===== src/rtl/rgb_pix_fifo.sv =====
// +----------------------------------------------------------------------------+
// | Module      : rgb_pix_fifo                                                 |
// | Description : First-word-fall-through pixel FIFO feeding the LCD timing    |
// |               stage, with occupancy count, flush and sticky underrun flag. |
// | Revision    : 1.0 - initial release                                        |
// +----------------------------------------------------------------------------+
`default_nettype none

module rgb_pix_fifo #(
  parameter  int DW    = 24,
  parameter  int DEPTH = 16,
  localparam int AW    = $clog2(DEPTH)
) (
  input  logic          clk,
  input  logic          i_rst,
  input  logic [DW-1:0] i_rgb,
  input  logic          i_data_vld,
  output logic          o_data_ready,
  output logic [DW-1:0] o_rgb,
  output logic          o_data_vld,
  input  logic          i_data_ready,
  input  logic          i_flush,
  output logic [AW:0]   o_count,
  output logic          o_full,
  output logic          o_empty,
  output logic          o_underrun
);

  localparam logic [AW:0] c_full_count = (AW+1)'(DEPTH);
  localparam logic [AW:0] c_one        = (AW+1)'(1);

  logic [DW-1:0] r_mem [DEPTH];
  logic [AW-1:0] r_wr_ptr;
  logic [AW-1:0] r_rd_ptr;
  logic [AW:0]   r_count;
  logic          r_underrun;

  logic          w_push;
  logic          w_pop;

  // Flags derive from registered occupancy only, so ready never depends on i_data_ready.
  assign o_full       = (r_count == c_full_count);
  assign o_empty      = (r_count == '0);
  assign o_data_ready = !o_full;
  assign o_data_vld   = !o_empty;
  assign o_rgb        = r_mem[r_rd_ptr];
  assign o_count      = r_count;
  assign o_underrun   = r_underrun;

  assign w_push = i_data_vld && o_data_ready && !i_flush;
  assign w_pop  = o_data_vld && i_data_ready && !i_flush;

  // Storage is deliberately left out of reset; o_rgb is don't-care while empty.
  always_ff @(posedge clk) begin
    if (w_push) begin
      r_mem[r_wr_ptr] <= i_rgb;
    end
  end

  always_ff @(posedge clk or posedge i_rst) begin
    if (i_rst) begin
      r_wr_ptr   <= '0;
      r_rd_ptr   <= '0;
      r_count    <= '0;
      r_underrun <= 1'b0;
    end else if (i_flush) begin
      r_wr_ptr   <= '0;
      r_rd_ptr   <= '0;
      r_count    <= '0;
      r_underrun <= 1'b0;
    end else begin
      if (w_push) begin
        r_wr_ptr <= r_wr_ptr + 1'b1;
      end
      if (w_pop) begin
        r_rd_ptr <= r_rd_ptr + 1'b1;
      end
      if (w_push && !w_pop) begin
        r_count <= r_count + c_one;
      end else if (w_pop && !w_push) begin
        r_count <= r_count - c_one;
      end
      if (i_data_ready && o_empty) begin
        r_underrun <= 1'b1;
      end
    end
  end

endmodule

`default_nettype wire


===== config.mk =====
export PLATFORM = sky130hd
export DESIGN_NAME = rgb_pix_fifo
export DESIGN_NICKNAME = d
export VERILOG_FILES = /design/src/rtl/rgb_pix_fifo.sv
export SDC_FILE = /design/constraint.sdc
export NUM_CORES = 1
export LEC_CHECK = 0
export CAP_MARGIN = 20
export CORE_UTILIZATION = 60
export CTS_BUF_LIST = sky130_fd_sc_hd__clkbuf_8
export DETAILED_ROUTE_END_ITERATION = 6
export PLACE_DENSITY_LB_ADDON = 0.2
export SLEW_MARGIN = 20
export SYNTH_ARGS = -nofsm -noshare
export SYNTH_HDL_FRONTEND = slang
export SYNTH_SLANG_ARGS = --single-unit
export TNS_END_PERCENT = 10

===== constraint.sdc =====
create_clock -name clk -period 4.2 [get_ports clk]
set_input_delay 0.84 -clock clk [delete_from_list [all_inputs] [get_ports clk]]
set_output_delay 0.84 -clock clk [all_outputs]
set_load 0.005 [all_outputs]

==> impl_metrics.csv <==
group,metric,value,unit
status,status,"complete, no violations",
setup_path,end_kind,"primary output",
setup_path,crit_fanout,24,
grt,use_met3,0.0423,
place,gp_congestion,0.806,
flow_run,max-cap-violations,0,
sta,setup_violations,0,
setup_path,path_class,"reg -> out",
clock_network,clock-sinks,398,
synth,yosysMostFrequentCell,"edfxtp_1",
clock_network,clk_latency,0.58,ns
sta,max_slew_margin,0.444,
finish,finalNetCount,813,
die,io_pins,63,
grt,grt_util_met2,0.417,
routing,remaining_drc_errors,0,
clock_network,clockBufferDepth,3,
sta,period_needed,3.97,ns
routing,ant_nets,0,
sta,max_freq,252,MHz
sta,rsz0062_at_grt,"no",
routing,finalWirelength,30000,um
grt,grt_pass1_vias,7643,
die,core-area,0.0252,mm2
synth,syn-instance-count,654,
clock_network,cts-htree-levels,2,
pwr,p_leak,0.00562,uW
sta,final_max_slew_viol_count,0,
synth,syn-num-nets,693,
clock_network,post_cts_resized,0,
synth,yosysTopAreaCell,"edfxtp_1",
clock_network,cts_setup_buffers,0,
grt,grt_usage,0.239,
synth,yosys-top-cells-area,"edfxtp_1 (75%), mux4_2 (18%), dfrtp_1 (2.3%)",
clock_network,cts_hold_buf,0,
synth,synth.distinct_cells,39,
grt,grt_pass1_wl,44900,um
grt,grt_max_degree,37,
sta,skew,0.0138,ns
place,dp_hpwl,16700,um
sta,max_slew.worst_pin.slew,0.833,ns
clock_network,cts.clk_slew.worst_paths,0.06,ns
clock_network,cts_inserted_buffers,60,
synth,avgSynthCellArea,23.6,um2
finish,syn2layout_area_growth,15.5,%
sta,finalSetupTns,0,ns
synth,synth_top_area_share,0.747,
grt,grt_overflow,0,
sta,hold_ws,0.526,ns
setup_path,critPathLaunchType,"flop",
synth,ys.flop_type,"edfxtp_1",
grt,antenna_found_initial,1,
die,die_area,0.0264,mm2
routing,first_pass_iters,5,
min_path,min_path_type,"reg -> reg",
synth,synth_area,0.0154,mm2
finish,drive_gt1_frac,0.300,
grt,top_usage_layer,"met2",
routing,vias,7052,
grt,gr-usage-met1,0.312,
die,start_util,0.613,
place,io_buffer_count,62,
synth,ys_seq_area_frac,0.770,
pwr,pwr_density_cell,510,mW/mm2
synth,synthArstFlopShare,0.0352,
routing,initialDrtViolationCount,621,
sta,min_period_over_period,0.945,
die,row_count,58,
pwr,ir_drop,0.397,mV
clock_network,cts-root-buf,"clkbuf_8",
sta,hold_viol,0,
routing,wl_per_cell,26.0,um
die,die_h,162,um
die,fp.dieW,162,um
setup_path,worst-endpoint-required,3.36,ns
clock_network,cts_tree,"done",
setup_path,cp_data_arrival_time,3.13,ns
synth,yosys-top-cells-count,"edfxtp_1 (384), mux4_2 (120), nor2_1 (30)",
routing,route.detailed.vias_per_inst,6.13,
synth,synth_edf_count,384,
setup_path,ff2ff_setup_slack,1.10,ns
synth,synth-warning-count,0,
synth,ys_seq_elements,398,
-- worst paths after layout --
kind	from	end	cells past startpoint
max	r_rd_ptr[0]$_DFFE_PP0P_	o_rgb[2]	4
min	o_underrun$_DFFE_PP0P_	o_underrun$_DFFE_PP0P_	2
max reg2reg	o_count[0]$_DFFE_PP0P_	o_count[4]$_DFFE_PP0P_	9
min reg2reg	o_underrun$_DFFE_PP0P_	o_underrun$_DFFE_PP0P_	2
max in group asynchronous	i_rst	r_rd_ptr[1]$_DFFE_PP0P_	2
min in group asynchronous	i_rst	o_count[3]$_DFFE_PP0P_	2
-- cells in the final DEF (no fill, tap or decap), drive strengths merged, types with 2 or more instances in the layout --
cell type      instances
edfxtp               384
mux4                 120
clkdlybuf4s50         62
clkbuf                61
nor2                  30
buf                   30
inv                   26
clkinv                25
dfrtp                 14
ha                     9
a21oi                  6
nand2                  6
nand3                  5
xor2                   5
o211ai                 4
mux2i                  3
mux2                   3
a21boi                 3
xnor2                  2
nand3b                 2
and3                   2
clkinvlp               2
o21ai                  2
-- through the flow --
step | cells | power (uW) | instance area [um2] | worst slack (ns) | utilization
finish | 1151 | 9080 | 17800 | 0.230 | 0.708
global route | 1150 | 9450 | 17800 | 0.0797 | 0.708
CTS | 1150 | 9180 | 17800 | 0.146 | 0.708
detailed placement | 1042 | 6400 | 16800 | 0.674 | 0.665
global placement | 1042 | 6340 | 16800 | 0.814 | 0.665
floorplan | 654 | 5780 | 15400 | 1.04 | -
-- state kept, by name, summed over array words and instances, names as in the netlist --
signal	flops
o_count	5
r_wr_ptr	4
o_underrun	1
r_mem	384
r_rd_ptr	4
-- worst max-delay path, cell delays in order (launching register included) --
cell	delay, ns
dfrtp_4	0.73
buf_12	0.29
mux4_2	0.53
mux4_2	0.51
clkdlybuf4s50_1	0.48
-- per-layer routing --
layer | share of wire | routed length [um]
met1 | 0.39 | 11800
met2 | 0.53 | 16000
met5 | 0 | 0
met4 | 0.018 | 526
met3 | 0.055 | 1640
-- power by group --
group | total, uW | switching (uW) | internal, uW
Combinational | 1700 | 671 | 1030
Clock | 2790 | 1380 | 1410
Sequential | 4590 | 151 | 4440
Total | 9080 | 2200 | 6880
-- final cells by class --
| class | count | area (um2) |
|---|---|---|
| inverters | 7 | 26.3 |
| clock buffers | 61 | 840 |
| multi-input cells | 215 | 3380 |
| clock inverters | 47 | 224 |
| well taps | 330 | 413 |
| fillers | 1456 | 7360 |
| repair buffers | 92 | 1050 |
| flip-flops and latches | 398 | 11900 |
| diodes | 1 | 2.50 |
-- cells by family after synthesis --
kind of cell | share of synthesized area
xor+xnor | 0.00397
fa+ha+maj | 0.00860
flops | 0.770
mux | 0.179
simple gates | 0.0155
buf+inv | 0.0135
compound gates | 0.00900
Note: power is estimated with default switching activity, not from simulation.
